**src/rtl/clock_input_pkg.sv**
```systemverilog
// Shared constants for the push-button front end: default timing and channel map.
// Channel indices select a button within the NUM_BTN-wide debounced vector.
package clock_input_pkg;

   localparam int DEBOUNCE_CYCLES_DEF = 1000000;
   localparam int BLINK_DIV_DEF       = 50000000;

   localparam int NUM_BTN = 4;
   localparam int CH_DISP = 0;
   localparam int CH_SEC  = 1;
   localparam int CH_MIN  = 2;
   localparam int CH_HOUR = 3;

endpackage

```
**src/rtl/btn_debounce.sv**
```systemverilog
// One button channel: 2-flop synchronizer, then a stability counter that accepts a new level.
// A level held steady from edge k changes `pressed` on edge k+1+DEBOUNCE_CYCLES; no backpressure.
module btn_debounce #(
   parameter int DEBOUNCE_CYCLES = 1000000,
   parameter int RAW_ACTIVE_LOW  = 1
) (
   input  logic clk,
   input  logic rst,
   input  logic raw,
   output logic pressed
);

   localparam int            CW       = $clog2(DEBOUNCE_CYCLES + 1);
   localparam logic [CW-1:0] CNT_LAST = CW'(DEBOUNCE_CYCLES - 1);

   logic          w_norm;
   logic          r_sync1;
   logic          r_sync2;
   logic          r_state;
   logic [CW-1:0] r_cnt;

   // Normalise so that 1 always means "pressed" from the synchronizer onward.
   assign w_norm = (RAW_ACTIVE_LOW != 0) ? ~raw : raw;

   always_ff @(posedge clk) begin
      if (rst) begin
         r_sync1 <= 1'b0;
         r_sync2 <= 1'b0;
         r_state <= 1'b0;
         r_cnt   <= '0;
      end else begin
         r_sync1 <= w_norm;
         r_sync2 <= r_sync1;
         if (r_sync2 == r_state) begin
            r_cnt <= '0;
         end else if (r_cnt == CNT_LAST) begin
            r_state <= r_sync2;
            r_cnt   <= '0;
         end else begin
            r_cnt <= r_cnt + CW'(1);
         end
      end
   end

   assign pressed = r_state;

endmodule

```
**src/rtl/clock_input_conditioner.sv**
```systemverilog
// Board-pin front end for control_unit: four debounced buttons, display press strobe, blink tick.
// display pulses one cycle after the debounced press; blink_tick every BLINK_DIV cycles.
module clock_input_conditioner
   import clock_input_pkg::*;
#(
   parameter int DEBOUNCE_CYCLES = DEBOUNCE_CYCLES_DEF,
   parameter int BLINK_DIV       = BLINK_DIV_DEF,
   parameter int RAW_ACTIVE_LOW  = 1
) (
   input  logic clk,
   input  logic rst,
   input  logic btn_display_raw,
   input  logic btn_sec_day_raw,
   input  logic btn_min_month_raw,
   input  logic btn_hour_year_raw,
   output logic display,
   output logic setup_second_day,
   output logic setup_minute_month,
   output logic setup_hour_year,
   output logic blink_tick
);

   localparam int            BW         = $clog2(BLINK_DIV);
   localparam logic [BW-1:0] BLINK_LAST = BW'(BLINK_DIV - 1);

   logic [NUM_BTN-1:0] w_raw;
   logic [NUM_BTN-1:0] w_pressed;
   logic               r_disp_prev;
   logic               r_display;
   logic [BW-1:0]      r_bcnt;
   logic               r_blink;

   assign w_raw[CH_DISP] = btn_display_raw;
   assign w_raw[CH_SEC]  = btn_sec_day_raw;
   assign w_raw[CH_MIN]  = btn_min_month_raw;
   assign w_raw[CH_HOUR] = btn_hour_year_raw;

   for (genvar g = 0; g < NUM_BTN; g++) begin : g_btn
      btn_debounce #(
         .DEBOUNCE_CYCLES (DEBOUNCE_CYCLES),
         .RAW_ACTIVE_LOW  (RAW_ACTIVE_LOW)
      ) u_deb (
         .clk     (clk),
         .rst     (rst),
         .raw     (w_raw[g]),
         .pressed (w_pressed[g])
      );
   end

   // Rising edge of the debounced display level; holding or releasing emits nothing.
   always_ff @(posedge clk) begin
      if (rst) begin
         r_disp_prev <= 1'b0;
         r_display   <= 1'b0;
      end else begin
         r_disp_prev <= w_pressed[CH_DISP];
         r_display   <= w_pressed[CH_DISP] & ~r_disp_prev;
      end
   end

   always_ff @(posedge clk) begin
      if (rst) begin
         r_bcnt  <= '0;
         r_blink <= 1'b0;
      end else begin
         r_blink <= (r_bcnt == BLINK_LAST);
         if (r_bcnt == BLINK_LAST) begin
            r_bcnt <= '0;
         end else begin
            r_bcnt <= r_bcnt + BW'(1);
         end
      end
   end

   assign display            = r_display;
   assign setup_second_day   = ~w_pressed[CH_SEC];
   assign setup_minute_month = ~w_pressed[CH_MIN];
   assign setup_hour_year    = ~w_pressed[CH_HOUR];
   assign blink_tick         = r_blink;

endmodule

```
**config.mk**
```make
export PLATFORM = sky130hd
export DESIGN_NAME = clock_input_conditioner
export DESIGN_NICKNAME = d
export VERILOG_FILES = /design/src/rtl/clock_input_pkg.sv /design/src/rtl/btn_debounce.sv /design/src/rtl/clock_input_conditioner.sv
export SDC_FILE = /design/constraint.sdc
export NUM_CORES = 1
export LEC_CHECK = 0
export ABC_AREA = 0
export ABC_CLOCK_PERIOD_IN_PS = 2300
export BUFFER_PORTS_ARGS = -buffer_cell sky130_fd_sc_hd__buf_2
export CELL_PAD_IN_SITES_DETAIL_PLACEMENT = 0
export CELL_PAD_IN_SITES_GLOBAL_PLACEMENT = 1
export CORE_UTILIZATION = 30
export DETAILED_ROUTE_END_ITERATION = 16
export PLACE_DENSITY_LB_ADDON = 0.1
export SLEW_MARGIN = 20
export SYNTH_ARGS = -nofsm -noshare
export SYNTH_HDL_FRONTEND = slang
export SYNTH_SLANG_ARGS = --single-unit
export TNS_END_PERCENT = 50
```
**constraint.sdc**
```tcl
create_clock -name clk -period 2.3 [get_ports clk]
set_input_delay 0.115 -clock clk [delete_from_list [all_inputs] [get_ports clk]]
set_output_delay 0.115 -clock clk [all_outputs]
set_load 0.1 [all_outputs]
```
[Word-level counts from Yosys, hierarchy flattened]
Cells that the tools add are included.
Word-level totals
  register bits after elaboration: 121
  output and inout bits: 5
  logic and storage cells: 56
Operators by class
  $add $sub $neg: 5
  eq/ne operators: 9
  bitwise logic cells: 13
  reductions and logical operators: 9
Operators with widths (number)
  adder 20 x 1 -> 20 bit, second input constant: 4
  equality test 20 bit, second input constant: 4
  adder 26 x 1 -> 26 bit, second input constant: 1
  equality test 26 bit, second input constant: 1
  NOT 1 bit: 12
  OR reduction 3 bit: 4
  AND reduction 2 bit: 4
  equality test 1 bit: 4
  OR reduction 2 bit: 1
  bitwise AND 1 bit: 1

[Longest topological paths before layout]
  depth in word-level cells: 3
  depth in mapped cells: 7
  mapped depth without buffers: 5

[Modules after synthesis]
Synthesis repeated with hierarchy kept, for this count alone.
Unflattened totals
  cell total of the unflattened synthesis: 606
  area total of the unflattened synthesis: 5283.8 sq um
By module, submodules not included
  btn_debounce: times used 4, cells an instance 113, area each 979.7 sq um
  clock_input_conditioner: times used 1, cells an instance 154, area each 1365.1 sq um

[Worst setup path after synthesis]
Ideal clock, no wire load.
  path kind: register to register
  start point: reg g_btn[2].u_deb.r_cnt[12]
  end point: reg g_btn[2].u_deb.r_cnt[11]
  arrival: 1849 ps
  setup slack: 336 ps
  cell stages (with the launch flop): 6
  buffers on the path: 1
  clock period less this slack: 1964 ps
  cell sequence: dfxtp_1 -> or4b_1 -> or4_4 -> o21ai_4 -> buf_4 -> nor2_1
Between the ends
  cells in the longest elaborated chain, start to end: 2
RTL lines
  start, declared: RTL line btn_debounce.sv:20  | logic [CW-1:0] r_cnt;
  start signal, assigned: RTL line btn_debounce.sv:40  | r_cnt <= r_cnt + CW'(1);
  equality test 20 bit: RTL line btn_debounce.sv:36  | end else if (r_cnt == CNT_LAST) begin
  OR reduction 3 bit (no source line)
No other way between the ends.
A chain may end at the register's enable or synchronous reset.

[Worst setup path in the final report]
  start point: reg g_btn[1].u_deb.r_cnt[7]
  end point: reg g_btn[1].u_deb.r_cnt[6]
Between the ends
  cells in the longest elaborated chain, start to end: 2
RTL lines (RTL line)
  start, declared: btn_debounce.sv:20
  start signal, assigned: btn_debounce.sv:40
  equality test 20 bit: btn_debounce.sv:36
  OR reduction 3 bit (no source line)
No other way between the ends.

==> run metrics <==
outcome=completed; Post-synth top cells=dfxtp_1, nor2_1, xnor2_1, nand3_1, a21oi_1; share of cells above drive strength 1=between 10% and 20%; via/cell ratio=~4.8; syn_area_per_cell=8.74 um2; CTS Buf Count=17; I/O pin cnt=11; worst r2r src=g_btn[1].u_deb.r_cnt[7]$_SDFF_PP0_; root buf cell=clkbuf_16; Hold Path Class=input port to register; clk sinks=around 120; first-pass GRT wire length=between 15,000 and 20,000 um; Sequential Power Share=about two fifths; Post-synth EDFFs=0; CP Capture Type=register; Cell Int Power=4140 uW; GRT Total Usage=around an eighth; CP Class=register to register; DPL Wire Length=7300 um; IO buf count=10; post-synth top area share=46.1%; vias=~4,200; fin. max-slew vios=0; Worst VDD drop=~0.5 mV; H-tree lvl count=4; largest net degree at the start of global routing=25; synthesis-to-finish area growth=20.6%; Reg2Reg Depth=5; Mapped Cells=about 600; grt total ovfl=0; Final Setup Violations=0; Final Hold Viols=0; DRT iter0 DRCs=approximately 170; Clk pin slew, worst setup/hold paths=roughly 0.05 ns; DRT Wirelength=around 11,000 um; Comb power frac=under 10%; Placer Congestion=between 0.7 and 0.8; Antenna Nets Post-Route=0; sw power=roughly 950 uW; clock latency on the worst-skew pair=approximately 0.41 ns; RSZ-0062 raised after global routing=false; antenna cells=0; fin nets=between 600 and 700; most frequent cell after synthesis=dfxtp_1; # Max-Cap Violations=0; asr flop ratio synth=0%; Synth Register Bits=roughly 120; Die Y=between 100 and 150 um; FF-to-FF setup slack=~0.32 ns; Post-Synthesis Cell Area=~5300 um2; final core utilization=between 30% and 40%; worst path required time=roughly 2.6 ns; Horiz. Die Dim=about 130 um; worst path arrival time=around 2.3 ns; type of origin of the critical path=register; Pwr Total=roughly 5100 uW; Max-slew headroom=58.1%; Synth Net Count=~610; Pleak=around 0.0019 uW; CORE AREA=17,200 um2; Yosys warnings=0; Tmin final=about 2.0 ns; wire per inst=between 10 and 15 um; vias in the first global route=4,002; Residual DRC=0; Worst-Margin Slew=slightly above 0.6 ns; Clock Path Buffers=2; fmax=approximately 500 MHz; Worst Skew=0.00807 ns; Site Rows=48; Crit Reg-Reg Endpoint=g_btn[1].u_deb.r_cnt[6]$_SDFF_PP0_; switching share of power=18.6%; hold path depth=2; dominant cells by area after synthesis=dfxtp_1, xnor2_1, nor2_1; Hold Startpoint=rst; Synth cell types=slightly above 40; post-synth top area cell=dfxtp_1; die footprint=between 15,000 and 20,000 um2; initial core utilization=~30%; pwr dens=802 nW/um2; sequential cell area fraction in the yosys report=46.1%; setup_tns=0 ns; ys flop type=dfxtp_1; WHS Endpoint=g_btn[0].u_deb.r_sync1$_SDFF_PP0_; Clock power frac=about 57%; Post-CTS Setup Inserts=0; CTS tree=built; period utilisation layout=between 80% and 90%; Max FO, Critical Path=19; antenna violations before repair=0; DR pass1 iterations=5
## how the worst max path moves through the flow
stage | slack, ns | endpoint | from | cells after the start
2_1_floorplan | 0.34 | g_btn[2].u_deb.r_cnt[11]$_SDFF_PP0_ | g_btn[2].u_deb.r_cnt[12]$_SDFF_PP0_ | 5
3_3_place_gp | 0.32 | g_btn[1].u_deb.r_cnt[4]$_SDFF_PP0_ | g_btn[1].u_deb.r_cnt[7]$_SDFF_PP0_ | 5
3_5_place_dp | 0.30 | g_btn[1].u_deb.r_cnt[9]$_SDFF_PP0_ | g_btn[1].u_deb.r_cnt[7]$_SDFF_PP0_ | 5
4_1_cts | 0.29 | g_btn[1].u_deb.r_cnt[6]$_SDFF_PP0_ | g_btn[1].u_deb.r_cnt[7]$_SDFF_PP0_ | 5
5_1_grt | 0.21 | g_btn[1].u_deb.r_cnt[12]$_SDFF_PP0_ | g_btn[1].u_deb.r_cnt[7]$_SDFF_PP0_ | 5
6_report | 0.32 | g_btn[1].u_deb.r_cnt[6]$_SDFF_PP0_ | g_btn[1].u_deb.r_cnt[7]$_SDFF_PP0_ | 5
## per-layer routing
metal  wire [um]  global-route usage [%]  up-vias
li1            -                       -     2193
met5           0                       0        -
met3         304                    4.35        4
met2        4950                    21.0       33
met4          78                    5.06        0
met1        5230                    15.3     1939
## metrics by stage
stage | setup slack [ns] | std cells | cell area (um2) | hold slack [ns]
floorplan | 0.336 | 602 | 5260 | 0.182
global placement | 0.322 | 836 | 5660 | 0.272
detailed placement | 0.302 | 836 | 5660 | 0.269
CTS | 0.294 | 872 | 6340 | 0.135
global route | 0.210 | 872 | 6340 | 0.162
finish | 0.320 | 872 | 6340 | 0.152
## registers in the layout (all words and copies together), names as in the netlist
signal               flops
blink_tick               1
display                  1
g_btn.u_deb.pressed      4
g_btn.u_deb.r_cnt       80
g_btn.u_deb.r_sync1      4
g_btn.u_deb.r_sync2      4
r_bcnt                  26
r_disp_prev              1
## critical path, stage by stage (launching register included)
cell and delay (ns):
dfxtp_1 0.34, or4b_1 0.50, or4_1 0.56, o21ai_4 0.14, buf_4 0.25, nor2_1 0.07
## cell families after synthesis
| logic type | synth area share, % |
|---|---|
| buf+inv | 3.23 |
| compound gates | 8.94 |
| flops | 46.1 |
| xor+xnor | 11.3 |
| simple gates | 29.3 |
| fa+ha+maj | 1.19 |
## power groups by stage
stage / registers, uW / logic [uW] / clock network [uW]
after floorplan: 2160 / 38.2 / 0
after global placement: 2160 / 60.7 / 0
after detailed placement: 2160 / 61.5 / 0
after CTS: 2120 / 66.6 / 2990
after global routing: 2120 / 73.5 / 3090
final: 2120 / 64.6 / 2900
## layout make-up
| class | instances | area, um2 |
|---|---|---|
| multi-input cells | 439 | 2670 |
| inverters | 26 | 97.6 |
| repair buffers | 29 | 228 |
| fillers | 1741 | 10900 |
| clock buffers | 24 | 482 |
| well taps | 225 | 282 |
| clock inverters | 8 | 165 |
| flip-flops and latches | 121 | 2420 |
## layout by cell type (no fill, tap or decap), types with 2 or more instances in the layout
cell type / n
dfxtp_1: 121
nor2_1: 86
xnor2_1: 44
nand3_1: 37
a21oi_1: 35
nand2_1: 31
inv_1: 26
or3_1: 25
xor2_1: 24
o21ai_0: 21
nand4_1: 20
nor3_1: 19
clkbuf_16: 17
or4_1: 16
nor4_1: 14
buf_4: 13
o31ai_1: 10
buf_2: 10
or4b_1: 7
nor2b_1: 6
and4_1: 6
and3_1: 5
ha_1: 5
bufinv_16: 5
clkbuf_1: 4
dlygate4sd3_1: 4
o41ai_1: 3
o21ai_4: 3
clkbuf_8: 3
clkinv_2: 3
nor4b_1: 2
nand4b_1: 2
nand3b_1: 2
or4_4: 2
nand2b_1: 2
a31o_2: 2
or2_2: 2
buf_12: 2
## what timing repair did
action / 4_1_cts / 5_1_grt
hold endpoints to repair: 4 / 0
hold buffers: 4 / 0
gates resized for setup: 0 / 0
Note: power is estimated with default switching activity, not from simulation.
